===== config.mk =====
export PLATFORM = sky130hd
export DESIGN_NAME = alu_arbiter
export DESIGN_NICKNAME = d
export VERILOG_FILES = /design/src/rtl/alu_pkg.sv /design/src/rtl/alu.sv /design/src/rtl/alu_arbiter_rr_arb2.sv /design/src/rtl/alu_arbiter.sv
export SDC_FILE = /design/constraint.sdc
export NUM_CORES = 1
export LEC_CHECK = 0
export CAP_MARGIN = 20
export CORE_UTILIZATION = 50
export DETAILED_ROUTE_END_ITERATION = 12
export DONT_BUFFER_PORTS = 1
export MAX_ROUTING_LAYER = met4
export PLACE_DENSITY = 0.68
export SLEW_MARGIN = 20
export SYNTH_ARGS = -nofsm -noshare
export SYNTH_HDL_FRONTEND = slang
export SYNTH_SLANG_ARGS = --single-unit

===== constraint.sdc =====
create_clock -name clk -period 5.38 [get_ports clk]
set_input_delay 0.269 -clock clk [delete_from_list [all_inputs] [get_ports clk]]
set_output_delay 0.269 -clock clk [all_outputs]
set_load 0.01 [all_outputs]

===== src/rtl/alu_pkg.sv =====
// Shared ALU definitions: widths, opcodes, flag bit positions, requester ids and stage records.
package alu_pkg;

  localparam int DATA_W = 32;
  localparam int OP_W   = 4;
  localparam int FLAG_W = 7;

  localparam logic [OP_W-1:0] ALU_OP_ADD  = 4'b0000;
  localparam logic [OP_W-1:0] ALU_OP_SUB  = 4'b0001;
  localparam logic [OP_W-1:0] ALU_OP_AND  = 4'b0010;
  localparam logic [OP_W-1:0] ALU_OP_OR   = 4'b0011;
  localparam logic [OP_W-1:0] ALU_OP_XOR  = 4'b0100;
  localparam logic [OP_W-1:0] ALU_OP_SHL  = 4'b0101;
  localparam logic [OP_W-1:0] ALU_OP_SHR  = 4'b0110;
  localparam logic [OP_W-1:0] ALU_OP_PASS = 4'b0111;

  // Flag vector bit positions
  localparam int FLG_C  = 0;  // carry (ADD) / borrow (SUB)
  localparam int FLG_Z  = 1;  // result is zero
  localparam int FLG_N  = 2;  // result sign bit
  localparam int FLG_V  = 3;  // signed overflow
  localparam int FLG_P  = 4;  // even parity of low result byte
  localparam int FLG_AF = 5;  // carry/borrow out of bit 3
  localparam int FLG_EQ = 6;  // operands equal

  localparam logic REQ_EXEC = 1'b0;
  localparam logic REQ_ADDR = 1'b1;

  typedef struct packed {
    logic              id;
    logic [DATA_W-1:0] a;
    logic [DATA_W-1:0] b;
    logic [OP_W-1:0]   op;
  } s1_t;

  typedef struct packed {
    logic              id;
    logic [DATA_W-1:0] out;
    logic [FLAG_W-1:0] flags;
  } s2_t;

endpackage


===== src/rtl/alu.sv =====
// Combinational 32-bit ALU shared by the execute stage and the address/string unit.
module alu
  import alu_pkg::*;
(
  output logic [DATA_W-1:0] out,
  output logic [FLAG_W-1:0] flags,
  input  logic [DATA_W-1:0] a,
  input  logic [DATA_W-1:0] b,
  input  logic [OP_W-1:0]   op
);

  localparam int SH_W = $clog2(DATA_W);

  logic [DATA_W:0] sum;
  logic [DATA_W:0] diff;

  // Result and flag generation; carry-style flags only meaningful for ADD/SUB
  always_comb begin
    sum   = {1'b0, a} + {1'b0, b};
    diff  = {1'b0, a} - {1'b0, b};
    out   = '0;
    flags = '0;
    unique case (op)
      ALU_OP_ADD: begin
        out           = sum[DATA_W-1:0];
        flags[FLG_C]  = sum[DATA_W];
        flags[FLG_V]  = (a[DATA_W-1] ~^ b[DATA_W-1]) & (out[DATA_W-1] ^ a[DATA_W-1]);
        flags[FLG_AF] = a[4] ^ b[4] ^ out[4];
      end
      ALU_OP_SUB: begin
        out           = diff[DATA_W-1:0];
        flags[FLG_C]  = diff[DATA_W];
        flags[FLG_V]  = (a[DATA_W-1] ^ b[DATA_W-1]) & (out[DATA_W-1] ^ a[DATA_W-1]);
        flags[FLG_AF] = a[4] ^ b[4] ^ out[4];
      end
      ALU_OP_AND:  out = a & b;
      ALU_OP_OR:   out = a | b;
      ALU_OP_XOR:  out = a ^ b;
      ALU_OP_SHL:  out = a << b[SH_W-1:0];
      ALU_OP_SHR:  out = a >> b[SH_W-1:0];
      ALU_OP_PASS: out = b;
      default:     out = '0;
    endcase
    flags[FLG_Z]  = (out == '0);
    flags[FLG_N]  = out[DATA_W-1];
    flags[FLG_P]  = ~^out[7:0];
    flags[FLG_EQ] = (a == b);
  end

endmodule


===== src/rtl/alu_arbiter_rr_arb2.sv =====
// Two-way round-robin arbiter: grant from valids and pointer, pointer moves past the winner on accept.
module rr_arb2 (
  input  logic [1:0] valid_i,
  input  logic       rr_ptr_i,
  input  logic       accept_i,
  output logic [1:0] grant_o,
  output logic       rr_ptr_nxt_o
);

  // Grant never looks at ready, so the ready path stays loop-free
  always_comb begin
    grant_o = valid_i;
    if (&valid_i) grant_o = rr_ptr_i ? 2'b10 : 2'b01;
    rr_ptr_nxt_o = rr_ptr_i;
    if (accept_i && (|grant_o)) rr_ptr_nxt_o = ~grant_o[1];
  end

endmodule


===== src/rtl/alu_arbiter.sv =====
// Shares one ALU between two requesters: round-robin into an operand register (S1),
// ALU between S1 and a result register (S2), tagged response handshake out of S2.
module alu_arbiter
  import alu_pkg::*;
(
  input  logic              clk,
  input  logic              rst_n,
  input  logic              req0_valid,
  output logic              req0_ready,
  input  logic [DATA_W-1:0] req0_a,
  input  logic [DATA_W-1:0] req0_b,
  input  logic [OP_W-1:0]   req0_op,
  input  logic              req1_valid,
  output logic              req1_ready,
  input  logic [DATA_W-1:0] req1_a,
  input  logic [DATA_W-1:0] req1_b,
  input  logic [OP_W-1:0]   req1_op,
  output logic              rsp_valid,
  input  logic              rsp_ready,
  output logic              rsp_id,
  output logic [DATA_W-1:0] rsp_out,
  output logic [FLAG_W-1:0] rsp_flags
);

  logic              s1_valid_q, s1_valid_d;
  logic              s2_valid_q, s2_valid_d;
  s1_t               s1_q, s1_d;
  s2_t               s2_q, s2_d;
  logic              rr_ptr_q, rr_ptr_d;
  logic [1:0]        grant;
  logic              advance, s1_free, accept;
  logic [DATA_W-1:0] alu_out;
  logic [FLAG_W-1:0] alu_flags;

  assign advance    = ~s2_valid_q | rsp_ready;
  assign s1_free    = ~s1_valid_q | advance;
  assign accept     = rst_n & s1_free & (|grant);
  assign req0_ready = rst_n & s1_free & grant[0];
  assign req1_ready = rst_n & s1_free & grant[1];

  rr_arb2 u_arb (
    .valid_i      ({req1_valid, req0_valid}),
    .rr_ptr_i     (rr_ptr_q),
    .accept_i     (accept),
    .grant_o      (grant),
    .rr_ptr_nxt_o (rr_ptr_d)
  );

  alu u_alu (
    .out   (alu_out),
    .flags (alu_flags),
    .a     (s1_q.a),
    .b     (s1_q.b),
    .op    (s1_q.op)
  );

  // S1 empties when it drains into S2 and refills from the granted requester in the same cycle
  always_comb begin
    s1_valid_d = s1_valid_q & ~advance;
    s1_d       = s1_q;
    if (accept) begin
      s1_valid_d = 1'b1;
      s1_d       = grant[1] ? '{id: REQ_ADDR, a: req1_a, b: req1_b, op: req1_op}
                            : '{id: REQ_EXEC, a: req0_a, b: req0_b, op: req0_op};
    end
  end

  // S2 captures the ALU result of S1 whenever the consumer is not stalling it
  always_comb begin
    s2_valid_d = s2_valid_q;
    s2_d       = s2_q;
    if (advance) begin
      s2_valid_d = s1_valid_q;
      s2_d       = '{id: s1_q.id, out: alu_out, flags: alu_flags};
    end
  end

  // Pipeline and pointer state; reset discards anything in flight
  always_ff @(posedge clk or negedge rst_n) begin
    if (!rst_n) begin
      s1_valid_q <= 1'b0;
      s2_valid_q <= 1'b0;
      s1_q       <= '0;
      s2_q       <= '0;
      rr_ptr_q   <= 1'b0;
    end else begin
      s1_valid_q <= s1_valid_d;
      s2_valid_q <= s2_valid_d;
      s1_q       <= s1_d;
      s2_q       <= s2_d;
      rr_ptr_q   <= rr_ptr_d;
    end
  end

  assign rsp_valid = s2_valid_q;
  assign rsp_id    = s2_q.id;
  assign rsp_out   = s2_q.out;
  assign rsp_flags = s2_q.flags;

endmodule


== After elaboration in Yosys (flattened, before gate mapping) ==
Cells that the tools add are included.
Storage, ports and cells
  bits in registers: 112
  bits of input ports: 141
  output and inout port bits: 43
  logic and storage cells: 59
Operators by class
  add/subtract/negate cells: 2
  equal/unequal tests: 8
  shift-type cells: 2
  muxes and demuxes: 8
  bitwise gates (word level): 23
  reduce and logical (&&, ||, !) cells: 6
Operators by type and width (count)
  $pmux 32 s8: 1
  $mux 69: 1
  $add 32x32->33: 1
  $sub 32x32->33: 1
  $and 32x32->32: 1
  $eq 32x32->1: 1
  $logic_not 32->1: 1
  $or 32x32->32: 1
  $shl 32x5->32: 1
  $shr 32x5->32: 1
  $xor 32x32->32: 1
  $eq 4x3->1 const B: 4
  $eq 4x2->1 const B: 2
  $reduce_xnor 8->1: 1
  $and 1x1->1: 7
  $pmux 1 s2: 3
  $xor 1x1->1: 6
  $eq 4x1->1 const B: 1
  $logic_not 4->1: 1
  $mux 2: 2
  $not 1->1: 4
  $or 1x1->1: 2
  $reduce_and 2->1: 1
  $reduce_or 2->1: 1
  3 further kinds: 3

== Depth between registers and ports, before layout ==
  word-level depth: 6
  depth in mapped cells: 23
  gate-level depth less buffers: 20

== Cells and area by module ==
From an unflattened synthesis, not the netlist that was laid out.
Unflattened totals
  cell total of the unflattened synthesis: 1709
  area, all modules: 14487.6 sq um
Modules (own cells, without submodules)
  alu: times used 1, cells an instance 1385, area each 9447.8 sq um, sequential area each 0.0 sq um
  alu_arbiter: times used 1, cells an instance 319, area each 5009.8 sq um, sequential area each 2802.7 sq um
  rr_arb2: times used 1, cells an instance 5, area each 30.0 sq um, sequential area each 0.0 sq um

== Worst setup path before layout ==
OpenSTA, ideal clock, no wires.
  path type: register -> register
  start: register s1_q[7] (netlist name)
  end: register s2_q (netlist bit rsp_flags[1])
  data arrival time: 4.540 ns
  required time: 5.314 ns
  slack: 0.774 ns
  stages on the path, launching flop included: 22
  clock period less this slack: 4.606 ns
  cell sequence: dfrtp_1 clkbuf_1 inv_1 buf_1 clkbuf_1 ha_1 buf_2 nor2_1 o311ai_0 nand2_1 nand2_1 a31oi_1 xnor2_1 a211oi_1 ha_1 nand4_1 or3_1 or4b_1 nor4_2 nand4_1 nor4_2 a22o_1
On the way
  cells in the longest elaborated chain, start to end: 3
  elaborated cells on any way between the ends: 9
  classes of those cells: add/sub (2); shift (2); mux (1); bitwise (3); reduce/logical (1)
RTL lines
  start, declared: line alu_arbiter.sv:27  | s1_t s1_q, s1_d;
  start signal, assigned: line alu_arbiter.sv:83  | s1_q <= '0;
  start signal, assigned: line alu_arbiter.sv:89  | s1_q <= s1_d;
  $sub 32x32->33, or another cell as far along: line alu.sv:20  | diff = {1'b0, a} - {1'b0, b};
  $pmux 32 s8 (*): line alu.sv:23  | unique case (op)
  $logic_not 32->1 (*): line alu.sv:44  | flags[FLG_Z] = (out == '0);
  end signal, assigned: line alu_arbiter.sv:84  | s2_q <= '0;
  end signal, assigned: line alu_arbiter.sv:90  | s2_q <= s2_d;
  end, declared: line alu_arbiter.sv:28  | s2_t s2_q, s2_d;
Mark *: on every way between the ends. The rest lies on a longest branch, timed or not.
A chain may end at the register's enable or synchronous reset.

== Worst setup path in the final report ==
  start: register s1_q[37] (netlist name)
  end: register s2_q (netlist bit rsp_flags[1])
Same word-level chain as after synthesis.

==> results.cfg <==
[status]
status = finished clean

[cts]
clock_latency_ns = 0.38
cts_buffer_depth = 2
clkTransAtPathRegs_ns = 0.09
cts_tree = yes
h-tree-depth = 3
clockRootBuffer = clkbuf_16
cts_inserted_buffers = 9
cts-resized-gates = 0
clock_sinks = 111

[global_routing]
grt_pass1_wl_um = 91600
grt_pass1_vias = 13800
grt_max_degree = 112
antenna_found_initial = 5
grt_use_total_pct = 45.9
gr-total-overflow = 0

[layout]
areaGrowthSynthToFinish_pct = 5.94
fill_cells = 2518
regArea_mm2 = 0.00279
layout.nets = 2011
drive_above_1_share_pct = 9.93
multi_input_area_mm2 = 0.00985
finalCoreUtilization_pct = 54.6

[worst_setup_path]
crit_chain = inv_1 -> ha_1 -> a211oi_1 -> buf_4 -> o211ai_1 -> and3_1 -> a31oi_1 -> xnor2_1 -> a211oi_1 -> ha_1 -> nand4_1 -> or3_1 -> or4b_1 -> nor4_2 -> nand4_1 -> nor4_2 -> a22o_1
critical_path_class = flop to flop
reg2reg_depth = 17
arrival_ns = 5.18
cp-end-kind = flop
path_delay_family = simple AND/OR/NAND/NOR gates
critical_path_required_ns = 5.70
slowest_stage = dfrtp_1
crit_buf_inv = 2
cp_max_fo = 12
cp.depth = 17
cpPeakStageDelay_ns = 0.63
crit_path_start_kind = flop

[route]
routedWlPerCell_um = 29.7
drc_errors = 0
wirelength_um = 62600
vias = 15000
first_iter_violations = 2139
postRouteAntennaNets = 0
dr.pass1.iters = 9
vias_per_cell = 7.12

[sta]
maxSlewViolCount = 0
min_period_over_period_pct = 90.3
holdWs_ns = 0.0118
worstMarginPinSlew_ns = 1.28
hold_violations = 0
period_needed_ns = 4.86
clock_skew_ns = 0.0147
finalSetupViolations = 0
rsz0062_at_grt = no
fin_setup_tns_ns = 0
max_freq_ghz = 0.206
max_slew_margin_pct = 14.0

[power]
peakVddDrop_uv = 329
leakage_nw = 6.26
power.density_mw_per_mm2 = 623

[synth]
synth_cell_type_count = 81
yosys.area_share.simple_pct = 20.1
syn-num-nets = 2065
synth_warnings = 0
synth_top_family_by_area = compound AO/OA/AOI/OAI gates
synth_seq_cells = 111
ys.flop_type = dfrtp_1
seq_area_frac_synth_pct = 20.4
synth_xor_xnor_area_share_pct = 1.61
syn_avg_cell_area_um2 = 7.50
synth-edff-count = 0
synthAdderAreaFrac_pct = 10.4
synth_compound_area_share_pct = 28.5
synthArstFlopShare_pct = 100
syn-instance-count = 1812
synthMuxAreaShare_pct = 11.5
netlist_area_mm2 = 0.0136

[floorplanning]
die_x_um = 167
die_h_um = 167
io_pins = 184
dieArea_mm2 = 0.0278
rows = 59
coreArea_mm2 = 0.0264
initial_core_util_pct = 51.5

[place]
dpl.hpwl_um = 48900
place_congestion = 1.12
port_buffers = 0

[worst_hold_path]
holdPathStages = 2
min_path_type = primary input to flop

[run]
maxCapViolations = 0
==> cell usage after synthesis, drive strengths merged, types with 26 or more instances <==
| library cell | number | share of area [%] |
|---|---|---|
| nand2 | 269 | 7.4 |
| nor2 | 197 | 5.4 |
| a21oi | 134 | 5.0 |
| dfrtp | 111 | 20 |
| ha | 110 | 10 |
| o21ai | 103 | 3.8 |
| a22oi | 95 | 5.3 |
| inv | 93 | 2.6 |
| clkbuf | 91 | 2.5 |
| mux2i | 63 | 4.6 |
| buf | 55 | 2.3 |
| a211oi | 43 | 2.5 |
| nor3 | 35 | 1.3 |
| o211ai | 31 | 1.7 |
| mux4 | 28 | 4.6 |
| mux2 | 26 | 2.2 |
==> worst paths after layout <==
check,slack (ns),endpoint,startpoint
max reg2reg,0.52,rsp_flags[1]$_DFFE_PN0P_,s1_q[37]$_DFFE_PN0P_
min in group asynchronous,0.56,rsp_out[2]$_DFFE_PN0P_,rst_n
min reg2reg,0.47,rsp_valid$_DFFE_PN0P_,s1_valid_q$_DFF_PN0_
max in group asynchronous,4.21,s1_q[5]$_DFFE_PN0P_,rst_n
min,0.01,s1_q[65]$_DFFE_PN0P_,req0_a[29]
max,0.52,rsp_flags[1]$_DFFE_PN0P_,s1_q[37]$_DFFE_PN0P_
==> metal layers <==
layer  vias to the layer above  track usage [%]  part of all wire, %
li1                       6484                -                    -
met1                      7208             58.0                   39
met2                      1059             67.1                   43
met3                       227             12.3                   12
met4                         0             23.2                  5.8
met5                         -                -                    0
==> worst reg2reg max path: cells and delay by family, from the launching register on <==
family / cells / cell delay (ns)
adders and majority gates: 2 / 0.61
buffers and inverters: 2 / 0.35
DFF: 1 / 0.63
AOI/OAI and AO/OA: 5 / 1.21
and+or+nand+nor: 7 / 1.89
xor gates and xnor gates: 1 / 0.10
==> flip-flops by register name, indices dropped and copies added (netlist names) <==
| register | cells |
|---|---|
| rsp_id | 1 |
| s1_valid_q | 1 |
| rsp_valid | 1 |
| s1_q | 69 |
| rr_ptr_q | 1 |
| rsp_flags | 7 |
| rsp_out | 31 |
==> where the power goes <==
part	switching (mW)	leakage (nW)	internal [mW]	total [mW]
clock network	0.395	0.149	0.372	0.767
registers	0.590	1.35	1.12	1.71
logic	4.25	4.75	2.23	6.48
total	5.24	6.26	3.73	8.96
==> cell type report <==
class,count,area share [%]
clock inverters,6,0.530
well taps,335,2.91
inverters,95,2.48
repair buffers,81,4.56
multi-input cells,1460,68.5
flip-flops and latches,111,19.4
diodes,6,0.104
clock buffers,10,1.59
==> logic make-up (layout without fill, tap and decap cells) <==
kind of cell,after synthesis,count (layout)
and+or+nand+nor,627,627
AOI/OAI and AO/OA,579,579
buffers and inverters,241,192
muxes,117,117
adders and majority gates,112,112
DFF,111,111
xor gates and xnor gates,25,25
other,0,6
==> metrics by stage <==
stage,area [um2],std cells,worst slack [ns],power [mW]
2_1_floorplan,13600,1812,0.774,5.66
3_3_place_gp,14000,2080,0.688,7.86
3_5_place_dp,14000,2080,0.686,7.86
4_1_cts,14400,2098,0.658,8.67
5_1_grt,14400,2104,0.229,9.38
6_report,14400,2104,0.524,8.96
==> timing repair <==
item / in CTS / in global routing
hold buffers: 2 / 0
endpoints found under the hold margin: 111 / 0
buffers inserted: 0 / 0
==> cell usage in the layout (no fill, tap or decap), types with 8 or more instances in the layout <==
cell type  Yosys  layout
nor2_1       197     196
a22oi_1       95      95
o211a_1        8       8
o21ai_0       99      99
nor2b_1       16      15
a21o_1        11      11
o22ai_1       21      21
and2_1         8       8
o21bai_1      11      11
and3_1         8       8
nor3_1        35      33
clkbuf_16      0       9
nand2_1      269     269
or3_1          9       9
a221oi_1      11      11
nor4_1         9       9
o2111ai_1     13      13
nand4_1       16      16
ha_1         110     110
o221ai_1      11      11
mux2i_1       63      63
inv_1         92      92
xnor2_1       23      23
a211oi_1      41      41
a31oi_1       14      14
dfrtp_1      111     106
o211ai_1      31      31
mux4_2        28      28
o21a_1        10      10
nand3_1       23      23
nand2b_1      11      10
o31ai_1        9       9
buf_4          7      77
a21oi_1      133     131
mux2_2        23      23
Note: power is estimated with default switching activity, not from simulation.
